<file path="src/rtl/pgm_prefetch_buffer.sv">
// Instruction prefetch queue between the program memory bus and the IF stage.
// Issues sequential word fetches ahead of consumption. Memory requests are credit
// limited, so every response is guaranteed a free queue slot. A redirect flushes the
// queue and marks all in-flight responses for discard.
module pgm_prefetch_buffer #(
   parameter int unsigned         PC_WIDTH  = 32,
   parameter int unsigned         DEPTH     = 4,
   parameter int unsigned         MAX_OUTST = 2,
   parameter logic [PC_WIDTH-1:0] RESET_PC  = '0
) (
   input  logic                i_Clock,
   input  logic                i_Reset,
   input  logic                i_Redirect,
   input  logic [PC_WIDTH-1:0] i_RedirectPC,
   output logic                o_MemReq,
   output logic [PC_WIDTH-1:0] o_MemAddr,
   input  logic                i_MemAck,
   input  logic                i_MemRdValid,
   input  logic [31:0]         i_MemRdData,
   output logic                o_InstValid,
   output logic [31:0]         o_Inst,
   output logic [PC_WIDTH-1:0] o_InstPC,
   input  logic                i_InstReady
);

   localparam int unsigned ptrWidth = (DEPTH > 1) ? $clog2(DEPTH) : 1;
   localparam int unsigned cntWidth = $clog2(DEPTH + 1);
   localparam int unsigned outWidth = $clog2(MAX_OUTST + 1);
   localparam logic [PC_WIDTH-1:0] pcStep = PC_WIDTH'(4);

   // Registered state
   logic                running;
   logic [cntWidth-1:0] count;
   logic [outWidth-1:0] outst;
   logic [outWidth-1:0] discard;
   logic [PC_WIDTH-1:0] fetchPC;
   logic [PC_WIDTH-1:0] respPC;
   logic [ptrWidth-1:0] rdPtr;
   logic [ptrWidth-1:0] wrPtr;
   logic [31:0]         headInst;
   logic [PC_WIDTH-1:0] headPC;

   // Queue storage (no reset needed: only read behind a valid count)
   logic [31:0]         memData [DEPTH];
   logic [PC_WIDTH-1:0] memPC   [DEPTH];

   // Next-state signals
   logic                accept;
   logic                rspValid;
   logic                dropRsp;
   logic                push;
   logic                pop;
   logic [cntWidth-1:0] countNext;
   logic [outWidth-1:0] outstNext;
   logic [outWidth-1:0] discardNext;
   logic [PC_WIDTH-1:0] fetchPCNext;
   logic [PC_WIDTH-1:0] respPCNext;
   logic [ptrWidth-1:0] rdPtrNext;
   logic [ptrWidth-1:0] wrPtrNext;
   logic [31:0]         headInstNext;
   logic [PC_WIDTH-1:0] headPCNext;

   // Credit check: only request when both a memory slot and a queue slot are reserved
   assign o_MemReq    = running && (int'(outst) < int'(MAX_OUTST)) &&
                        ((int'(outst) + int'(count)) < int'(DEPTH));
   assign o_MemAddr   = fetchPC;
   assign o_InstValid = (count != '0);
   assign o_Inst      = headInst;
   assign o_InstPC    = headPC;

   // Next-state computation for counters, pointers, PCs and head registers
   always_comb begin
      accept    = o_MemReq && i_MemAck;
      rspValid  = i_MemRdValid && (outst != '0);
      dropRsp   = rspValid && (discard != '0);
      push      = rspValid && !dropRsp && !i_Redirect;
      pop       = o_InstValid && i_InstReady && !i_Redirect;
      outstNext = outst + outWidth'(accept) - outWidth'(rspValid);

      if (i_Redirect) begin
         // Everything still in flight, including a same-cycle accept, is stale
         countNext   = '0;
         rdPtrNext   = '0;
         wrPtrNext   = '0;
         discardNext = outstNext;
         fetchPCNext = i_RedirectPC;
         respPCNext  = i_RedirectPC;
      end else begin
         countNext   = count + cntWidth'(push) - cntWidth'(pop);
         rdPtrNext   = pop ? rdPtr + ptrWidth'(1) : rdPtr;
         wrPtrNext   = push ? wrPtr + ptrWidth'(1) : wrPtr;
         discardNext = dropRsp ? discard - outWidth'(1) : discard;
         fetchPCNext = accept ? fetchPC + pcStep : fetchPC;
         respPCNext  = push ? respPC + pcStep : respPC;
      end

      // Head registers hold their last value while the queue is empty
      headInstNext = headInst;
      headPCNext   = headPC;
      if (countNext != '0) begin
         if (push && (count == cntWidth'(pop))) begin
            // Queue drains to zero this cycle, so the pushed word becomes the head
            headInstNext = i_MemRdData;
            headPCNext   = respPC;
         end else begin
            headInstNext = memData[rdPtrNext];
            headPCNext   = memPC[rdPtrNext];
         end
      end
   end

   // Control and head state with asynchronous active-low reset
   always_ff @(posedge i_Clock or negedge i_Reset) begin
      if (!i_Reset) begin
         running  <= 1'b0;
         count    <= '0;
         outst    <= '0;
         discard  <= '0;
         fetchPC  <= RESET_PC;
         respPC   <= RESET_PC;
         rdPtr    <= '0;
         wrPtr    <= '0;
         headInst <= '0;
         headPC   <= RESET_PC;
      end else begin
         running  <= 1'b1;
         count    <= countNext;
         outst    <= outstNext;
         discard  <= discardNext;
         fetchPC  <= fetchPCNext;
         respPC   <= respPCNext;
         rdPtr    <= rdPtrNext;
         wrPtr    <= wrPtrNext;
         headInst <= headInstNext;
         headPC   <= headPCNext;
      end
   end

   // Queue storage write on accepted response
   always_ff @(posedge i_Clock) begin
      if (push) begin
         memData[wrPtr] <= i_MemRdData;
         memPC[wrPtr]   <= respPC;
      end
   end

   // Bus protocol and occupancy invariants
   assert property (@(posedge i_Clock) disable iff (!i_Reset)
                    i_MemRdValid |-> (outst != '0));
   assert property (@(posedge i_Clock) disable iff (!i_Reset)
                    discard <= outst);
   assert property (@(posedge i_Clock) disable iff (!i_Reset)
                    (int'(count) + int'(outst)) <= int'(DEPTH));

endmodule

</file>
<file path="config.mk">
export PLATFORM = sky130hd
export DESIGN_NAME = pgm_prefetch_buffer
export DESIGN_NICKNAME = d
export VERILOG_FILES = /design/src/rtl/pgm_prefetch_buffer.sv
export SDC_FILE = /design/constraint.sdc
export NUM_CORES = 1
export LEC_CHECK = 0
export CAP_MARGIN = 10
export CORE_ASPECT_RATIO = 1.4
export CORE_MARGIN = 1
export CORE_UTILIZATION = 55
export CTS_BUF_LIST = sky130_fd_sc_hd__clkbuf_4 sky130_fd_sc_hd__clkbuf_8
export DETAILED_ROUTE_END_ITERATION = 7
export PLACE_DENSITY = 0.87
export SETUP_SLACK_MARGIN = 0.3
export SYNTH_ARGS = -nofsm -noshare
export SYNTH_HDL_FRONTEND = slang
export SYNTH_SLANG_ARGS = --single-unit
</file>
<file path="constraint.sdc">
create_clock -name i_Clock -period 8.7 [get_ports i_Clock]
set_input_delay 2.175 -clock i_Clock [delete_from_list [all_inputs] [get_ports i_Clock]]
set_output_delay 2.175 -clock i_Clock [all_outputs]
set_load 0.1 [all_outputs]
</file>
==> run_results.csv <==
group,metric,value,unit
status,outcome,"complete, no violations",
drt,viasPerCell,6.410,
flow_run,cap_violations,0,
sta,worst_slew_pin_slew,1119,ps
critical_path,startpoint_type,"primary input",
finish,fillers,2016,
logic_synthesis,synth_edf_count,256,
floorplan,ios,168,
logic_synthesis,synthTopCellsByCount,"edfxtp_1, dfrtp_1, o22ai_1",
clock_tree,clk-insertion-delay-late,600,ps
power_and_ir_drop,power.density,350.3,nW/um^2
finish,areaGrowthSynthToFinish,18.79,%
drt,ant_nets,0,
critical_path,crit_path_end_kind,"register",
grt,grt_pass1_wl,64.60,mm
sta,relSlewSlack,25.43,%
sta,hold_viol_final,0,
clock_tree,cts_tree,"built",
sta,fmax,164.9,MHz
logic_synthesis,avgSynthCellArea,13.42,sq um
clock_tree,cts_hold_buf,0,
logic_synthesis,seq_area_frac_synth,66.25,%
logic_synthesis,synth-seq-cells,396,
logic_synthesis,yosysMostFrequentCell,"edfxtp_1",
critical_path,cp_max_fo,65,
critical_path,worstSetupPathType,"primary input to register",
grt,antenna_found_initial,0,
sta,finalMaxSlewViolations,0,
logic_synthesis,syn_area,16890,sq um
logic_synthesis,yosysTopAreaCellShare,45.51,%
grt,grtUsageMet1,33.39,%
drt,drc_errors,0,
hold_path,min_path_type,"register to register",
placement,io_buffers,167,
clock_tree,cts_root_buf,"clkbuf_8",
drt,drt_wl_total,41.83,mm
logic_synthesis,synth_area_leaders,"edfxtp_1, dfrtp_1, mux2_2, o22ai_1, o41ai_1",
clock_tree,clk_pin_slew,70,ps
logic_synthesis,yosys.area.top_type,"edfxtp_1",
floorplan,die_y,209.4,um
floorplan,coreArea,30120,sq um
drt,vias,11860,
sta,min_period_over_period,69.72,%
placement,gp_congestion,0.8664,
drt,route.detailed.wl_per_inst,22.61,um
logic_synthesis,ys_warn_count,0,
clock_tree,postCtsSetupBuffers,0,
critical_path,crit_required,9160,ps
clock_tree,cts.path.max_buffers,3,
floorplan,rows,75,
floorplan,die-width,150.1,um
sta,min_period,6066,ps
finish,finalNetCount,1502,
sta,setup-violations-final,0,
grt,grt_max_degree,82,
logic_synthesis,synth_cell_types,54,
clock_tree,numCtsBuffers,55,
sta,rsz0062_at_grt,"false",
finish,insertedDiodeCount,0,
grt,track_usage,26.88,%
floorplan,die-area,31430,sq um
clock_tree,cts_max_level,2,
power_and_ir_drop,peakVddDrop,0.2612,mV
critical_path,arrival,6520,ps
clock_tree,cts_resized,0,
sta,finalSetupTns,0,ps
drt,drtIter0Drc,982,
drt,dr.pass1.iters,5,
floorplan,start_util,56.07,%
clock_tree,cts_sinks,396,
grt,grt_overflow_total,0,
power_and_ir_drop,p_leak,7.288,nW
grt,use_met3,4.522,%
logic_synthesis,synthFlopType,"edfxtp_1",
logic_synthesis,post_synth_inst_count,1259,
logic_synthesis,async_reset_ff_share,35.35,%
sta,skew,25.05,ps
grt,grt_pass1_vias,12270,
grt,met2_usage,45.83,%
power_and_ir_drop,p_total,7.030,mW
placement,hpwl,23.51,mm
logic_synthesis,synthesis.nets,1342,
grt,busiest_layer,"met2",
finish,layout-drive-gt1-share,15.43,%
[registers in the layout (all words and copies together), names as in the netlist]
name and flops:
outst 2, o_InstPC 32, rdPtr 2, memPC 128, wrPtr 2, respPC 32
discard 2, memData 128, running 1, o_MemAddr 32, o_Inst 32, count 3
[routing by layer]
metal / routed length, um / share of wire (%)
met4: 1517 / 3.6
met1: 15440 / 37
met5: 0 / 0
met3: 3702 / 8.9
met2: 21170 / 51
[metrics by stage]
stage	std cells	setup slack, ps	hold WS [ps]	util (%)	area (sq um)
floorplan	1259	3504	488.6	-	16890
global placement	1747	2281	473.1	62.82	18920
detailed placement	1747	2109	486.6	62.82	18920
CTS	1850	2696	501.4	66.61	20070
global route	1850	2415	529.0	66.61	20070
finish	1850	2634	505.5	66.61	20070
[power by group]
part / internal (mW) / switching [mW] / total, mW
logic: 0.842 / 2.21 / 3.05
registers: 2.28 / 0.232 / 2.51
clock network: 0.793 / 0.670 / 1.46
total: 3.92 / 3.11 / 7.03
[area by class of cell]
cell class                      count  area (sq um)  share of cell area (%)
Sequential cell                   396         11190                   55.78
Multi-Input combinational cell    765          5391                   26.87
Timing Repair Buffer              182          1785                   8.898
Clock buffer                       87          1047                   5.219
Tap cell                          385         481.7                   2.401
Clock inverter                     16         96.34                  0.4801
Inverter                           19         71.32                  0.3554
[final timing paths]
kind,start,end,slack [ps],cells past startpoint
max in group asynchronous,i_Reset,respPC[20],5660,2
min in group asynchronous,i_Reset,o_Inst[1],1670,1
worst max register to register,count[2],o_InstPC[13],4220,13
worst max-delay path,i_Redirect,o_InstPC[13],2630,13
worst min-delay path,o_Inst[14],o_Inst[14],510,2
worst min register to register,o_Inst[14],o_Inst[14],510,2
[cell families after synthesis]
| group | count (synthesis) | synth area share, % |
|---|---|---|
| DFF | 396 | 66.25 |
| AOI/OAI and AO/OA | 313 | 11.96 |
| and+or+nand+nor | 280 | 8.763 |
| muxes | 102 | 6.726 |
| buffers and inverters | 98 | 2.237 |
| xor gates and xnor gates | 56 | 3.037 |
| adders and majority gates | 13 | 1.007 |
| other | 1 | 0.02220 |
[cell usage in the layout, fill, tap and decap left out, drive strengths merged, types with 4 or more instances in the layout]
cell,synthesis,final
nand2,35,35
edfxtp,256,256
xor2,20,20
xnor2,35,35
and4,5,5
o22a,8,8
o21ai,28,28
buf,14,16
nor3,8,8
nor4,11,11
and2,4,4
nand4,17,17
nand3,34,34
a31oi,7,7
nor2,76,76
clkdlybuf4s50,0,166
dfrtp,140,140
mux2i,10,10
mux2,92,92
or3,7,7
inv,19,19
clkinv,0,15
clkbuf,65,87
ha,12,12
nand2b,5,5
o41ai,56,56
o22ai,110,110
o21a,4,4
and3,66,66
a21oi,86,86
[worst max-delay path, stage by stage]
cell             delay, ps
clkdlybuf4s50_1        980
nor2_1                 130
ha_1                   320
inv_1                   50
ha_1                   130
inv_1                   40
fa_1                   370
xor3_1                 310
o21a_2                 160
buf_4                  580
nand2_2                300
buf_4                  410
o41ai_1                510
Note: power is estimated with default switching activity, not from simulation.
